## config.mk

```make
export PLATFORM = sky130hd
export DESIGN_NAME = seg_scan_decoder
export DESIGN_NICKNAME = d
export VERILOG_FILES = /design/src/rtl/seg7_pkg.sv /design/src/rtl/seg7_decode.sv /design/src/rtl/seg_scan_decoder.sv
export SDC_FILE = /design/constraint.sdc
export NUM_CORES = 1
export LEC_CHECK = 0
export CAP_MARGIN = 20
export CORE_ASPECT_RATIO = 1.1
export CORE_MARGIN = 3
export CORE_UTILIZATION = 35
export CTS_CLUSTER_DIAMETER = 120
export DETAILED_ROUTE_END_ITERATION = 16
export GPL_TIMING_DRIVEN = 0
export SLEW_MARGIN = 20
export SYNTH_ARGS = -nofsm -noshare
export SYNTH_HDL_FRONTEND = slang
export SYNTH_SLANG_ARGS = --single-unit
```

## constraint.sdc

```tcl
create_clock -name clk -period 2.9 [get_ports clk]
set_input_delay 0.29 -clock clk [delete_from_list [all_inputs] [get_ports clk]]
set_output_delay 0.29 -clock clk [all_outputs]
set_load 0.01 [all_outputs]
```

## src/rtl/seg7_pkg.sv

```systemverilog
// Shared seven-segment definitions for the display encoder and the scan decoder.
// Segment patterns are active-low in {g,f,e,d,c,b,a} order; anode values are
// active-low one-hot with bit 0 selecting the rightmost digit.
package seg7_pkg;

  localparam logic [6:0] SEG_0     = 7'b1000000;
  localparam logic [6:0] SEG_1     = 7'b1111001;
  localparam logic [6:0] SEG_2     = 7'b0100100;
  localparam logic [6:0] SEG_3     = 7'b0110000;
  localparam logic [6:0] SEG_4     = 7'b0011001;
  localparam logic [6:0] SEG_5     = 7'b0010010;
  localparam logic [6:0] SEG_6     = 7'b0000010;
  localparam logic [6:0] SEG_7     = 7'b1111000;
  localparam logic [6:0] SEG_8     = 7'b0000000;
  localparam logic [6:0] SEG_9     = 7'b0010000;
  localparam logic [6:0] SEG_BLANK = 7'b1111111;

  localparam logic [3:0] BLANK_CODE   = 4'hF;
  localparam logic [3:0] ILLEGAL_CODE = 4'hE;

  localparam logic [3:0] ANODE_D0 = 4'b1110;
  localparam logic [3:0] ANODE_D1 = 4'b1101;
  localparam logic [3:0] ANODE_D2 = 4'b1011;
  localparam logic [3:0] ANODE_D3 = 4'b0111;

  typedef enum logic [1:0] {
    ST_WAIT    = 2'd0,
    ST_CAPTURE = 2'd1,
    ST_HOLD    = 2'd2
  } scan_state_t;

endpackage

```

## src/rtl/seg7_decode.sv

```systemverilog
// Combinational inverse of the shared segment table: pattern -> BCD code.
module seg7_decode
  import seg7_pkg::*;
(
  input  logic [6:0] seg,
  output logic [3:0] code,
  output logic       illegal
);

  // Any pattern that is neither a digit nor blank decodes to the illegal code
  always_comb begin
    code    = ILLEGAL_CODE;
    illegal = 1'b0;
    case (seg)
      SEG_0:     code = 4'd0;
      SEG_1:     code = 4'd1;
      SEG_2:     code = 4'd2;
      SEG_3:     code = 4'd3;
      SEG_4:     code = 4'd4;
      SEG_5:     code = 4'd5;
      SEG_6:     code = 4'd6;
      SEG_7:     code = 4'd7;
      SEG_8:     code = 4'd8;
      SEG_9:     code = 4'd9;
      SEG_BLANK: code = BLANK_CODE;
      default:   illegal = 1'b1;
    endcase
  end

endmodule

```

## src/rtl/seg_scan_decoder.sv

```systemverilog
// Monitors a multiplexed seven-segment scan bus and rebuilds the four shown
// digits. Each anode/seg pair must hold still before it is captured, so scan
// transitions and glitches never reach the frame.
module seg_scan_decoder
  import seg7_pkg::*;
#(
  parameter int SETTLE_CYCLES  = 16,
  parameter int STABLE_FRAMES  = 4,
  parameter int TIMEOUT_CYCLES = 1000000
) (
  input  logic        clk,
  input  logic        rst,
  input  logic [6:0]  seg,
  input  logic [3:0]  anode,
  output logic [15:0] digits,
  output logic        frame_done,
  output logic        frame_valid,
  output logic        stable,
  output logic        err_pattern,
  output logic        err_anode
);

  localparam int SW = $clog2(SETTLE_CYCLES + 1);
  localparam int MW = $clog2(STABLE_FRAMES + 1);
  localparam int TW = $clog2(TIMEOUT_CYCLES + 1);

  localparam logic [SW-1:0] SETTLE_MAX  = SW'(SETTLE_CYCLES);
  localparam logic [SW-1:0] SETTLE_LAST = SW'(SETTLE_CYCLES - 1);
  localparam logic [MW-1:0] STABLE_MAX  = MW'(STABLE_FRAMES);
  localparam logic [TW-1:0] TIMEOUT_MAX = TW'(TIMEOUT_CYCLES);

  logic [6:0]    seg_s1, seg_s2, seg_prev;
  logic [3:0]    anode_s1, anode_s2, anode_prev;
  logic          changed;
  logic [SW-1:0] settle_cnt;

  scan_state_t   state_q, state_d;
  logic          capture;

  logic [3:0]    dec_code;
  logic          dec_illegal;
  logic          anode_ok;
  logic [1:0]    anode_idx;

  logic [3:0]    mask;
  logic [3:0]    mask_base;
  logic [15:0]   shadow;
  logic          frame_complete;

  logic [MW-1:0] match_cnt, match_next;
  logic [TW-1:0] to_cnt;

  assign changed        = (seg_s2 != seg_prev) || (anode_s2 != anode_prev);
  assign capture        = (state_q == ST_CAPTURE);
  assign frame_complete = (mask == 4'b1111);
  assign mask_base      = frame_complete ? 4'b0000 : mask;

  // The previous sample is the settled value, so the decoder looks at it
  seg7_decode u_decode (
    .seg     (seg_prev),
    .code    (dec_code),
    .illegal (dec_illegal)
  );

  // Two-flop synchroniser, previous-sample register and saturating settle counter
  always_ff @(posedge clk or posedge rst) begin
    if (rst) begin
      seg_s1     <= SEG_BLANK;
      seg_s2     <= SEG_BLANK;
      seg_prev   <= SEG_BLANK;
      anode_s1   <= 4'b1111;
      anode_s2   <= 4'b1111;
      anode_prev <= 4'b1111;
      settle_cnt <= '0;
    end else begin
      seg_s1     <= seg;
      seg_s2     <= seg_s1;
      seg_prev   <= seg_s2;
      anode_s1   <= anode;
      anode_s2   <= anode_s1;
      anode_prev <= anode_s2;
      if (changed) begin
        settle_cnt <= '0;
      end else if (settle_cnt != SETTLE_MAX) begin
        settle_cnt <= settle_cnt + SW'(1);
      end
    end
  end

  // Scan FSM state register
  always_ff @(posedge clk or posedge rst) begin
    if (rst) begin
      state_q <= ST_WAIT;
    end else begin
      state_q <= state_d;
    end
  end

  // CAPTURE lasts one cycle as the count reaches its limit; HOLD blocks recapture
  always_comb begin
    state_d = state_q;
    case (state_q)
      ST_WAIT:    if (!changed && settle_cnt == SETTLE_LAST) state_d = ST_CAPTURE;
      ST_CAPTURE: state_d = changed ? ST_WAIT : ST_HOLD;
      ST_HOLD:    if (changed) state_d = ST_WAIT;
      default:    state_d = ST_WAIT;
    endcase
  end

  // Map the settled anode to a slot; anything but a single low bit is rejected
  always_comb begin
    anode_ok  = 1'b1;
    anode_idx = 2'd0;
    case (anode_prev)
      ANODE_D0: anode_idx = 2'd0;
      ANODE_D1: anode_idx = 2'd1;
      ANODE_D2: anode_idx = 2'd2;
      ANODE_D3: anode_idx = 2'd3;
      default:  anode_ok  = 1'b0;
    endcase
  end

  // Shadow/mask update; a capture in the completion cycle lands in the next frame
  always_ff @(posedge clk or posedge rst) begin
    if (rst) begin
      shadow      <= 16'hFFFF;
      mask        <= 4'b0000;
      err_pattern <= 1'b0;
      err_anode   <= 1'b0;
    end else begin
      mask <= mask_base;
      if (capture) begin
        if (anode_ok) begin
          shadow[{anode_idx, 2'b00} +: 4] <= dec_code;
          mask <= mask_base | (4'b0001 << anode_idx);
          if (dec_illegal) begin
            err_pattern <= 1'b1;
          end
        end else begin
          err_anode <= 1'b1;
        end
      end
    end
  end

  // Next match count: consecutive identical frames, saturating
  always_comb begin
    match_next = MW'(1);
    if (shadow == digits) begin
      match_next = (match_cnt == STABLE_MAX) ? match_cnt : match_cnt + MW'(1);
    end
  end

  // Publish frames, track stability and drop validity when the scan stops
  always_ff @(posedge clk or posedge rst) begin
    if (rst) begin
      digits      <= 16'hFFFF;
      frame_done  <= 1'b0;
      frame_valid <= 1'b0;
      stable      <= 1'b0;
      match_cnt   <= '0;
      to_cnt      <= '0;
    end else begin
      frame_done <= frame_complete;
      if (frame_complete) begin
        digits      <= shadow;
        frame_valid <= 1'b1;
        match_cnt   <= match_next;
        stable      <= (match_next == STABLE_MAX);
        to_cnt      <= '0;
      end else if (to_cnt == TIMEOUT_MAX) begin
        frame_valid <= 1'b0;
        stable      <= 1'b0;
        match_cnt   <= '0;
      end else begin
        to_cnt <= to_cnt + TW'(1);
      end
    end
  end

endmodule
```

======== After elaboration in Yosys (flattened, before gate mapping) ========
Cells that the tools add are included.
storage, ports and cells
  register bits after elaboration ......... 104
  output and inout bits ................... 21
operators by class
  add/sub/neg operators ................... 4
  equality and inequality tests ........... 28
  shifts and indexed selects .............. 3
  mux-type cells .......................... 22
  bitwise gates (word level) .............. 3
  reductions and logical operators ........ 13
operators by type and width
  kind                    count
  $pmux 4 s11             1
  $mux 20                 2
  $eq 7x7->1 const B      4
  $eq 7x5->1 const B      3
  $add 20x1->20 const B   1
  $eq 20x20->1 const B    1
  $bwmux 16               1
  $eq 16x16->1            1
  $eq 4x4->1 const B      4
  $shift 4x6->16 const A  1
  $shiftx 4x6->16         1
  $eq 7x6->1 const B      2
  $mux 3                  4
  $mux 4                  3
  $pmux 2 s3              2
  $reduce_or 11->1        1
  $mux 5                  2
  $eq 7x2->1 const B      1
  $logic_not 7->1         1
  $ne 7x7->1              1
  $eq 3x3->1 const B      2
  $mux 2                  3
  $ne 2x2->1 const B      3
  $neg 4->6               1
  other kinds (20)        27

======== Longest topological paths before layout ========
Gate-level depths: netlist of the first run.
  depth in word-level cells ............... 6
  mapped depth ............................ 8

======== Modules after synthesis ========
From an unflattened synthesis of the first run, not the netlist that was laid out.
unflattened totals
  cells, all modules ...................... 447
  area, all modules ....................... 4889.7 µm²
modules (own cells, without submodules)
  module            times used  cells each  area each (µm²)  seq. area each (µm²)
  seg_scan_decoder  1           410         4643.2           2683.8
  seg7_decode       1           37          246.5            0.0

======== Worst setup path after synthesis of the first run ========
Ideal clock, no wire load.
  kind .................................... register to register
  from .................................... register anode_prev[3]
  to ...................................... register shadow[14]
  setup time .............................. 72 ps
  arrival ................................. 2095 ps
  slack ................................... 733 ps
  cell stages (with the launch flop) ...... 8
  path through ............................ dfstp_2 -> clkbuf_1 -> xor2_1 -> nand3_1 -> ha_1 -> or3_1 -> or2_1 -> o21ai_1
between the ends
  cells in the longest elaborated chain, start to end .. 5
  elaborated cells on any way between the ends .. 12
  those cells by class .................... add/sub (1); eq/ne (4); shift (2); mux (3); reduce/logical (2)
RTL lines
  what                                                      RTL line                 text
  start: declaration                                        seg_scan_decoder.sv:33   logic [3:0] anode_s1, anode_s2, anode_prev;
  start signal: assignment                                  seg_scan_decoder.sv:81   anode_prev <= anode_s2;
  $eq 4x3->1 / $eq 4x4->1 (equally long branches)           seg_scan_decoder.sv:114  case (anode_prev)
  $pmux 2 s3                                                seg_scan_decoder.sv:114
  $neg 4->6                                                 seg_scan_decoder.sv:134  shadow[{anode_idx, 2'b00} +: 4] <= dec_code;
  $shiftx 4x6->16 / $shift 4x6->16 (equally long branches)  seg_scan_decoder.sv:134
  $bwmux 16                                                 seg_scan_decoder.sv:134
  end signal: indexed assignment                            seg_scan_decoder.sv:134
  end: declaration                                          seg_scan_decoder.sv:47   logic [15:0] shadow;
Parallel ways exist; a longest one is shown, timed or not.
A chain may end at the register's enable or synchronous reset.

======== Final worst setup path of the first run ========
  from .................................... register anode_prev[3]
  to ...................................... register shadow[13]
Same word-level chain as after synthesis.

==> key figures, run 1 <==
Synthesis
  – Post-Synthesis Mean Instance Area: 10.6 um^2
  – Gate count of the mapped netlist: 448
  – Number of enable-type register cells in the synthesized netlist: 0
  – Flip-flop cell with the highest count after synthesis: sky130_fd_sc_hd__dfstp_2
  – Total of warnings raised by yosys: 0
  – Proportion of synthesized flip-flops having asynchronous set or reset: 100%
  – Total standard cell area after synthesis: 0.00477 mm^2
  – Sequential cell area fraction in the yosys report: 56.3%
  – Syn_nets: 475
  – Synth cell types: 49
  – Number of register bits inferred by synthesis: 104

STA
  – Min Hold Slack: 0.344 ns
  – Slew margin rel.: 28.7%
  – Worst Max-Slew Pin Slew: 1.06 ns
  – Number of hold-slack violations in the final timing report: 0
  – Shortest period the worst path allows: 2.37 ns
  – Crit path setup slack, layout: 0.528 ns
  – Final cycle utilization of the critical path: 81.8%
  – Highest clock frequency the design can meet: 422 MHz
  – Final setup viols: 0
  – RSZ-0062 raised after global routing: false
  – Worst clock skew: 0.0105 ns
  – Post-Route Setup TNS: 0 ns
  – Final count of pins violating max slew: 0

Setup path
  – Crit path launch type: register
  – Worst Setup Path Type: reg -> reg
  – Worst Path Max Fanout: 7
  – Critical Path Sink Type: register
  – Critical Path Slowest Stage Cell: sky130_fd_sc_hd__dfstp_2
  – Critical Path AT: 2.65 ns
  – Data required time of the worst path: 3.18 ns
  – Critical Path Max Stage Delay: 0.51 ns
  – CP cell instances: clkbuf_1, xor2_1, nand3_1, ha_1, or3_1, or2_1, o21ai_1

Status
  – Result of the run: finished, final reports clean

Final layout
  – Net count of the finished layout: 522
  – Share of final-layout standard cells stronger than drive strength 1: 19.4%
  – Area of all sequential standard cells: 0.00268 mm^2
  – Area growth from synthesis to layout: 19.5%
  – Number of antenna cells inserted: 0
  – Area of the multi-input gates: 0.00194 mm^2
  – Fill cells: 1244

Route
  – First-pass iteration count of the detailed router: 4
  – Routed wire length: 8740 um
  – Via Count: 3271
  – Total DRC errors in the routed layout: 0
  – DRT antenna net count: 0
  – Average detailed-routed wire length per instance: 12.8 um
  – Ratio of routed vias to standard cells: 4.78
  – Iteration-0 DRC Markers: 149

Placement
  – Total half-perimeter wirelength after legalization and detailed placement: 6370 um
  – Setup slack at placement: 0.521 ns
  – Final weighted congestion of routability-driven global placement: 0.742
  – Buffers added on ports: 33

Clock tree
  – Worst-case clock buffer depth: 2
  – Depth of the CTS H-tree: 3
  – Number of buffers inserted during clock tree synthesis: 9
  – Clock root buffer: sky130_fd_sc_hd__clkbuf_16
  – TritonCTS clock tree: yes
  – Hold bufs inserted after CTS: 0
  – Insertion delay to the later sink of the worst-skew pair: 0.35 ns
  – Total clock sinks: 104
  – Number of setup buffers added after CTS: 0
  – Post_cts resized: 0
  – CTS clock-pin slew for the worst setup and hold paths: 0.07 ns

Global route
  – Largest net degree at the start of global routing: 35
  – GR Layer Usage met2: 20.5%
  – Met3 routing resource usage after global routing: 2.40%
  – Global-route wire length before repair: 15800 um
  – Total congestion overflow after global routing: 0
  – Layer with the highest usage: met2
  – Global-route usage over all layers: 13.0%
  – Global-route track usage on met1: 17.5%
  – Vias in the first global route: 3291
  – Antenna violations before repair: 0

Floorplan
  – I/O pin count: 34
  – Horiz. Die Dim: 117 um
  – Full die area: 0.0151 mm^2
  – Starting density of the core: 35.9%
  – Floorplan Core Area: 0.0133 mm^2
  – Std-Cell Rows: 44
  – Vert. Die Dim: 128 um

Power
  – Leakage power of the design: 2.30 nW
  – Largest vdd supply drop: 0.239 mV
  – Pwr dens: 503 mW/mm^2

Run
  – Maximum Capacitance Violations: 0

Hold path
  – Path category of the worst min-delay check: in -> reg
==> cell families after synthesis <==
kind of cell	share of synthesized area [%]
AO/OA/AOI/OAI	7.85
XOR/XNOR	9.00
adder cells (fa/ha/maj)	3.67
buffers and inverters	2.99
flip-flops	56.3
multiplexers	0.420
AND/OR/NAND/NOR	19.8
==> final timing paths <==
kind	startpoint	end	slack, ns	depth (start not counted)
worst max register to register	anode_prev[3]	shadow[13]	0.53	7
worst max-delay path	anode_prev[3]	shadow[13]	0.53	7
worst min-delay path	seg[1]	seg_s1[1]	0.34	1
max in group asynchronous	rst	digits[12]	1.89	4
worst min register to register	seg_s1[0]	seg_s2[0]	0.36	0
min in group asynchronous	rst	seg_prev[5]	0.53	2
==> metal layers <==
layer,up-vias,part of all wire [%]
li1,1632,-
met3,11,3.5
met1,1579,48
met4,0,1.8
met2,49,47
met5,-,0
==> flip-flops by register name (all words and copies together), names as in the netlist <==
signal       flops
settle_cnt       5
frame_valid      1
seg_s1           7
anode_s1         4
frame_done       1
err_anode        1
seg_prev         7
anode_prev       4
digits          16
anode_s2         4
shadow          16
mask             4
err_pattern      1
match_cnt        3
state_q          2
stable           1
to_cnt          20
seg_s2           7
==> cells in the mapped netlist, drive strengths merged (2+ instances only) <==
library cell	n	area (um^2)
a2111oi	2	42.5
a21o	2	15.0
a21oi	12	60.1
a22o	4	35.0
a31oi	2	12.5
and3	2	12.5
buf	6	45.0
clkbuf	11	41.3
dfrtp	39	976
dfstp	65	1710
ha	14	175
inv	15	56.3
mux2i	2	20.0
nand2	79	297
nand2b	3	18.8
nand3	21	105
nand3b	2	15.0
nand4	16	100
nand4b	2	17.5
nor2	31	116
nor2b	3	18.8
nor3	7	40.0
nor4	6	37.5
nor4b	4	35.0
o211ai	4	30.0
o21ai	13	65.1
o22ai	2	12.5
o31ai	9	67.6
or2	2	12.5
or3	8	50.1
or3b	2	17.5
xnor2	26	228
xor2	23	201
==> power breakdown <==
| group | internal (mW) | switching [mW] |
|---|---|---|
| clock network | 0.697 | 0.540 |
| logic | 0.0504 | 0.0742 |
| registers | 1.49 | 0.0119 |
==> per-stage QoR <==
| step | total power [mW] | area [um^2] | utilization (%) | instances |
|---|---|---|---|---|
| floorplan | 1.61 | 4770 | - | 448 |
| global placement | 1.65 | 5330 | 40.2 | 665 |
| detailed placement | 1.66 | 5390 | 40.6 | 668 |
| CTS | 2.91 | 5700 | 42.9 | 684 |
| global route | 2.98 | 5700 | 42.9 | 684 |
| finish | 2.87 | 5700 | 42.9 | 684 |
==> area by class of cell <==
| class | count | share of cell area [%] |
|---|---|---|
| flip-flops and latches | 104 | 47.1 |
| repair buffers | 36 | 6.85 |
| plain buffers | 17 | 1.52 |
| clock buffers | 10 | 4.19 |
| multi-input cells | 312 | 34.1 |
| well taps | 184 | 4.04 |
| clock inverters | 6 | 1.16 |
| inverters | 15 | 1.05 |
==> worst max-delay path, delay by kind of cell (launching register included) <==
| family | cells | cell delay, ns |
|---|---|---|
| flip-flops | 1 | 0.51 |
| XOR/XNOR | 1 | 0.17 |
| AO/OA/AOI/OAI | 1 | 0.13 |
| buffers and inverters | 1 | 0.23 |
| adder cells (fa/ha/maj) | 1 | 0.38 |
| AND/OR/NAND/NOR | 3 | 0.88 |
==> placed cells by master, fill, tap and decap left out, types with 7 or more instances in the layout <==
cell	count
sky130_fd_sc_hd__or3_1	8
sky130_fd_sc_hd__xor2_1	23
sky130_fd_sc_hd__dfstp_2	65
sky130_fd_sc_hd__clkbuf_1	11
sky130_fd_sc_hd__inv_1	13
sky130_fd_sc_hd__xnor2_1	26
sky130_fd_sc_hd__clkdlybuf4s50_1	33
sky130_fd_sc_hd__a21oi_1	12
sky130_fd_sc_hd__o21ai_1	7
sky130_fd_sc_hd__nand4_1	16
sky130_fd_sc_hd__clkbuf_16	9
sky130_fd_sc_hd__ha_1	14
sky130_fd_sc_hd__nor2_1	31
sky130_fd_sc_hd__nand2_1	79
sky130_fd_sc_hd__o31ai_1	9
sky130_fd_sc_hd__nand3_1	21
sky130_fd_sc_hd__dfrtp_1	39
(Power assumes the default switching activity.)
==> run 2: changes to the inputs <==
Clock period 2.9 ns to 2.4 ns, I/O delays scaled along.
==> key figures, run 2 (same netlist as run 1, synthesis figures left out) <==
Final layout
  – Final cell count without fillers: 683 (-0.15%)
  – Fill cells: 1245 (+0.080%)
  – Net count of the finished layout: 521 (-0.19%)
  – Most flop-heavy register: to_cnt
  – Area of all sequential standard cells: 0.00268 mm^2 (unchanged)
  – Max reg flops: 20 (unchanged)
  – Area of the multi-input gates: 0.00195 mm^2 (+0.26%)
  – Number of antenna cells inserted: 0 (unchanged)
  – Share of final-layout standard cells stronger than drive strength 1: 19.6% (+0.24 points)
  – Leading cell type in the layout, fill and taps excluded: sky130_fd_sc_hd__nand2_1
  – Biggest registers after layout: to_cnt (20), digits (16), shadow (16)
  – Area growth from synthesis to layout: 19.5% (about the same)
  – Most frequent cells in the layout: sky130_fd_sc_hd__nand2_1 (79), sky130_fd_sc_hd__dfstp_2 (65), sky130_fd_sc_hd__dfrtp_1 (39), sky130_fd_sc_hd__clkdlybuf4s50_1 (33), sky130_fd_sc_hd__nor2_1 (31)

Floorplan
  – I/O pin count: 34 (unchanged)
  – Full die area: 0.0151 mm^2 (unchanged)
  – Starting density of the core: 35.9% (unchanged)
  – Floorplan Core Area: 0.0133 mm^2 (unchanged)
  – Vert. Die Dim: 128 um (unchanged)
  – Horiz. Die Dim: 117 um (unchanged)
  – Std-Cell Rows: 44 (unchanged)

Clock tree
  – Insertion delay to the later sink of the worst-skew pair: 0.35 ns (about the same)
  – Hold bufs inserted after CTS: 0 (unchanged)
  – Post_cts resized: 0 (unchanged)
  – Number of setup buffers added after CTS: 0 (unchanged)
  – Total clock sinks: 104 (unchanged)
  – Clock root buffer: sky130_fd_sc_hd__clkbuf_16
  – Depth of the CTS H-tree: 3 (unchanged)
  – TritonCTS clock tree: yes
  – CTS clock-pin slew for the worst setup and hold paths: 0.07 ns (about the same)
  – Worst-case clock buffer depth: 2 (unchanged)
  – Number of buffers inserted during clock tree synthesis: 9 (unchanged)

Route
  – Ratio of routed vias to standard cells: 4.78 (about the same)
  – Iteration-0 DRC Markers: 135 (-9.4%)
  – Total DRC errors in the routed layout: 0 (unchanged)
  – DRT antenna net count: 0 (unchanged)
  – Routed wire length: 8750 um (about the same)
  – First-pass iteration count of the detailed router: 4 (unchanged)
  – Via Count: 3265 (-0.18%)
  – Average detailed-routed wire length per instance: 12.8 um (+0.17%)

Power
  – Pwr dens: 608 mW/mm^2 (+21%)
  – Leakage power of the design: 2.30 nW (about the same)
  – Largest vdd supply drop: 0.289 mV (+21%)

STA
  – Shortest period the worst path allows: 2.20 ns (-0.169 ns)
  – Final setup viols: 0 (unchanged)
  – Final cycle utilization of the critical path: 91.8% (+10 points)
  – Slew margin rel.: 28.8% (+0.053 points)
  – Worst Max-Slew Pin Slew: 1.06 ns (-0.000791 ns)
  – Final count of pins violating max slew: 0 (unchanged)
  – RSZ-0062 raised after global routing: false
  – Highest clock frequency the design can meet: 454 MHz (+7.7%)
  – Number of hold-slack violations in the final timing report: 0 (unchanged)
  – Worst clock skew: 0.0105 ns (-0.000000500 ns)
  – Min Hold Slack: 0.295 ns (-0.0491 ns)

Global route
  – Vias in the first global route: 3291 (unchanged)
  – Total congestion overflow after global routing: 0 (unchanged)
  – Largest net degree at the start of global routing: 35 (unchanged)
  – Antenna violations before repair: 0 (unchanged)
  – Global-route usage over all layers: 13.0% (unchanged)
  – Global-route wire length before repair: 15800 um (unchanged)

Setup path
  – Reg2Reg Setup Slack: 0.20 ns (-0.33 ns)
  – R2r endpoint: match_cnt[2]
  – Worst R2R Path Depth: 5 (-2)
  – Critical Path Sink Type: register
  – Worst Path Max Fanout: 6 (-1)
  – Worst Setup Path Type: reg -> reg
  – Critical Path AT: 2.47 ns (-0.18 ns)
  – Reg2Reg Launch Point: digits[15]
  – Data required time of the worst path: 2.66 ns (-0.52 ns)
  – Crit path launch type: register

Placement
  – Placed Cells: 668 (unchanged)
  – Total half-perimeter wirelength after legalization and detailed placement: 6370 um (unchanged)
  – Final weighted congestion of routability-driven global placement: 0.742 (unchanged)
  – Buffers added on ports: 33 (unchanged)

Hold path
  – Start point of the worst hold path: seg[1]
  – Hold Path Stages: 1 (unchanged)
  – Path category of the worst min-delay check: in -> reg
  – Hold-critical path endpoint: seg_s1[1]

Run
  – Maximum Capacitance Violations: 0 (unchanged)

Status
  – Result of the run: finished, final reports clean
[run 2: changes by cell type in the layout (fill, tap and decap cells not counted)]
cell	delta
sky130_fd_sc_hd__clkbuf_1	-1
sky130_fd_sc_hd__nand3_1	-1
sky130_fd_sc_hd__nand3_2	+1
[run 2: per-layer routing]
layer / GRT usage, % / share of wire [%] / up-vias / wire length, um
met3: 2.40 / 3.4 / 12 / 301
met4: 5.13 / 1.8 / 0 / 161
li1: - / - / 1631 / -
met1: 17.5 / 48 / 1573 / 4180
met2: 20.5 / 47 / 49 / 4110
met5: 0 / 0 / - / 0
[run 2: how the worst max path moves through the flow]
stage                       start           end  slack [ns]  cells after the start
global placement              rst    to_cnt[19]       -0.07                      2
finish                 digits[15]  match_cnt[2]        0.20                      5
global route           digits[15]  match_cnt[2]        0.08                      5
detailed placement  anode_prev[3]    shadow[13]        0.02                      7
CTS                 anode_prev[3]    shadow[13]       0.003                      7
floorplan           anode_prev[3]    shadow[14]        0.23                      7
[run 2: layout make-up]
| cell class | instances | area share (%) |
|---|---|---|
| flip-flops and latches | 104 | 47.1 |
| multi-input cells | 312 | 34.2 |
| repair buffers | 36 | 6.85 |
| clock buffers | 10 | 4.19 |
| well taps | 184 | 4.04 |
| plain buffers | 16 | 1.45 |
| clock inverters | 6 | 1.16 |
| inverters | 15 | 1.05 |
[run 2: critical path: stages, from the launching register on]
cell,delay [ns]
sky130_fd_sc_hd__dfstp_2,0.57
sky130_fd_sc_hd__xnor2_1,0.14
sky130_fd_sc_hd__nand4_1,0.14
sky130_fd_sc_hd__nor4_1,0.92
sky130_fd_sc_hd__nand3_1,0.16
sky130_fd_sc_hd__a21oi_1,0.19
[run 2: power breakdown]
group          switching [mW]  internal (mW)  total, mW
logic                  0.0885         0.0608      0.149
clock network           0.652          0.843       1.49
registers              0.0160           1.81       1.82
[run 2: through the flow]
step | area (um^2) | util, % | setup TNS (ns) | power, mW | setup slack (ns)
after floorplan | 4770 | - | 0 | 1.94 | 0.233
after global placement | 5330 | 40.2 | -2.48 | 1.99 | -0.0659
after detailed placement | 5390 | 40.6 | 0 | 2.01 | 0.0209
after CTS | 5700 | 42.9 | 0 | 3.51 | 0.00265
after global routing | 5700 | 43.0 | 0 | 3.60 | 0.0768
final | 5700 | 43.0 | 0 | 3.47 | 0.197
==> run 3: changes to the inputs <==
Settings changed: CORE_UTILIZATION 35 to 40, RECOVER_POWER from default to 50, SETUP_SLACK_MARGIN from default to 0.5.
==> key figures, run 3 (same netlist as run 1, synthesis figures left out) <==
Floorplan
  – Horiz. Die Dim: 110 um (-6.1%)
  – Full die area: 0.0133 mm^2 (-12%)
  – Std-Cell Rows: 41 (-6.8%)
  – Floorplan Core Area: 0.0115 mm^2 (-13%)
  – Vert. Die Dim: 121 um (-6.2%)
  – I/O pin count: 34 (unchanged)
  – Starting density of the core: 41.3% (+5.4 points)

Power
  – Switching pwr: 0.805 mW (+6.5%)
  – Largest vdd supply drop: 0.537 mV (+86%)
  – Fraction of power spent switching nets: 22.9% (+1.1 points)
  – Pwr dens: 576 mW/mm^2 (-5.3%)
  – Share of total power in the clock network: 42.7% (-0.4 points)
  – Sequential Power Share: 51.7% (-0.9 points)
  – Post-layout power: 3.52 mW (+1.5%)
  – Gate power share: 5.6% (+1.3 points)
  – Cell-internal power: 2.71 mW (+0.17%)
  – Leakage power of the design: 2.48 nW (+7.7%)

Final layout
  – Most flop-heavy register: to_cnt
  – Share of final-layout standard cells stronger than drive strength 1: 27.8% (+8.2 points)
  – Most frequent cells in the layout: sky130_fd_sc_hd__nand2_1 (78), sky130_fd_sc_hd__dfstp_2 (54), sky130_fd_sc_hd__dfrtp_1 (39), sky130_fd_sc_hd__nor2_1 (30), sky130_fd_sc_hd__xnor2_1 (26)
  – Leading cell type in the layout, fill and taps excluded: sky130_fd_sc_hd__nand2_1
  – Max reg flops: 20 (unchanged)
  – Biggest registers after layout: to_cnt (20), digits (16), shadow (16)
  – Final std cell area, no fill: 0.00611 mm^2 (+7.2%)
  – Area growth from synthesis to layout: 28.1%
  – Number of antenna cells inserted: 0 (unchanged)
  – Net count of the finished layout: 547 (+5.0%)
  – Fill cells: 1030 (-17%)

Setup path
  – Reg2Reg Launch Point: anode_prev[3]
  – Data required time of the worst path: 2.69 ns (+0.03 ns)
  – Gate family responsible for the most delay along the worst path: simple AND/OR/NAND/NOR gates
  – Critical Path Slowest Stage Cell: sky130_fd_sc_hd__dfstp_2
  – Reg2Reg Setup Slack: 0.40 ns (+0.20 ns)
  – Worst Path Max Fanout: 4 (-2)
  – Critical Path Max Stage Delay: 0.53 ns (-0.39 ns)
  – Worst Setup Path Type: reg -> reg
  – CP cell instances: buf_8, xor2_4, nand3_4, ha_4, or3_4, or2_4, o21ai_2
  – WP buf/inv: 1 (+1)
  – Worst R2R Path Depth: 7 (+2)
  – Crit path launch type: register
  – R2r endpoint: shadow[14]
  – Critical Path AT: 2.29 ns (-0.18 ns)
  – Critical Path Sink Type: register

Global route
  – Antenna violations before repair: 0 (unchanged)
  – Global-route wire length before repair: 15400 um (-2.5%)
  – Total congestion overflow after global routing: 0 (unchanged)
  – Global-route usage over all layers: 14.9% (+1.9 points)
  – Vias in the first global route: 3161 (-4.0%)
  – Largest net degree at the start of global routing: 36 (+2.9%)

STA
  – RSZ-0062 raised after global routing: true
  – Worst clock skew: 0.00899 ns (-0.00150 ns)
  – Highest clock frequency the design can meet: 500 MHz (+10%)
  – Final cycle utilization of the critical path: 83.4% (-8.4 points)
  – Slew margin rel.: 45.8% (+17 points)
  – Worst Max-Slew Pin Slew: 0.813 ns (-0.246 ns)
  – Shortest period the worst path allows: 2.00 ns (-0.202 ns)
  – Number of hold-slack violations in the final timing report: 0 (unchanged)
  – Final setup viols: 0 (unchanged)
  – Final count of pins violating max slew: 0 (unchanged)

Placement
  – Total half-perimeter wirelength after legalization and detailed placement: 6270 um (-1.7%)
  – Buffers added on ports: 33 (unchanged)
  – Cell area after placement: 0.00541 mm^2 (+0.37%)
  – Final weighted congestion of routability-driven global placement: 0.788 (+6.3%)

Route
  – First-pass iteration count of the detailed router: 4 (unchanged)
  – Average detailed-routed wire length per instance: 13.5 um (+5.7%)
  – Iteration-0 DRC Markers: 153 (+13%)
  – Total DRC errors in the routed layout: 0 (unchanged)
  – Ratio of routed vias to standard cells: 5.04 (+5.5%)
  – Routed wire length: 9140 um (+4.5%)
  – DRT antenna net count: 0 (unchanged)
  – Via Count: 3405 (+4.3%)

Clock tree
  – Clock root buffer: sky130_fd_sc_hd__clkbuf_16
  – Depth of the CTS H-tree: 3 (unchanged)
  – Number of buffers inserted during clock tree synthesis: 9 (unchanged)
  – TritonCTS clock tree: yes
  – Insertion delay to the later sink of the worst-skew pair: 0.35 ns (about the same)
  – CTS clock-pin slew for the worst setup and hold paths: 0.08 ns (about the same)
  – Worst-case clock buffer depth: 2 (unchanged)
  – Total clock sinks: 104 (unchanged)

Hold path
  – Path category of the worst min-delay check: reg -> reg
  – Hold Path Stages: 0 (-1)
  – Hold-critical path endpoint: seg_s2[1]
  – Start point of the worst hold path: seg_s1[1]

Run
  – Maximum Capacitance Violations: 0 (unchanged)

Status
  – Result of the run: finished, final reports clean
## run 3: layer usage
layer / GRT usage (%) / vias to the layer above / part of all wire (%)
met4: 7.16 / 0 / 2.4
met3: 3.10 / 17 / 3.4
met2: 22.6 / 61 / 49
met5: 0 / - / 0
li1: - / 1676 / -
met1: 20.2 / 1651 / 45
## run 3: how the worst max path moves through the flow
| stage | start | end | slack, ns | cells after the start |
|---|---|---|---|---|
| 2_1_floorplan | anode_prev[3] | shadow[14] | 0.43 | 7 |
| 3_3_place_gp | rst | to_cnt[17] | -0.06 | 2 |
| 3_5_place_dp | shadow[4] | match_cnt[2] | 0.22 | 5 |
| 4_1_cts | anode_prev[3] | shadow[14] | 0.38 | 7 |
| 5_1_grt | seg_prev[1] | shadow[9] | 0.34 | 7 |
| 6_report | anode_prev[3] | shadow[14] | 0.40 | 7 |
## run 3: timing repair
item | 4_1_cts | 5_1_grt
setup buffers | 17 | 8
setup endpoints to repair | 25 | 27
resized for setup | 18 | 25
hold buffers | 0 | 0
pin swaps | 13 | 10
## run 3: metrics by stage
| stage | utilization (%) | hold slack (ns) | worst slack, ns | setup TNS, ns | instances |
|---|---|---|---|---|---|
| floorplan | - | 0.244 | 0.434 | 0 | 448 |
| global placement | 46.4 | 0.345 | -0.0574 | -2.14 | 631 |
| detailed placement | 46.9 | 0.347 | 0.221 | 0 | 634 |
| CTS | 51.5 | 0.278 | 0.380 | 0 | 667 |
| global route | 52.9 | 0.364 | 0.339 | 0 | 675 |
| finish | 52.9 | 0.361 | 0.399 | 0 | 675 |
## run 3: power by group through the flow
stage	sequential (mW)	combinational, mW	clock, mW
after global routing	1.82	0.219	1.62
after detailed placement	1.85	0.166	0
after CTS	1.82	0.190	1.55
after floorplan	1.85	0.107	0
final	1.82	0.195	1.50
after global placement	1.85	0.151	0
## run 3: layout make-up
type	count	area [um^2]	area share (%)
inverters	15	60.1	0.983
plain buffers	17	109	1.78
repair buffers	61	572	9.36
multi-input cells	312	2190	35.8
clock buffers	9	225	3.69
flip-flops and latches	104	2680	43.9
clock inverters	7	85.1	1.39
well taps	150	188	3.07
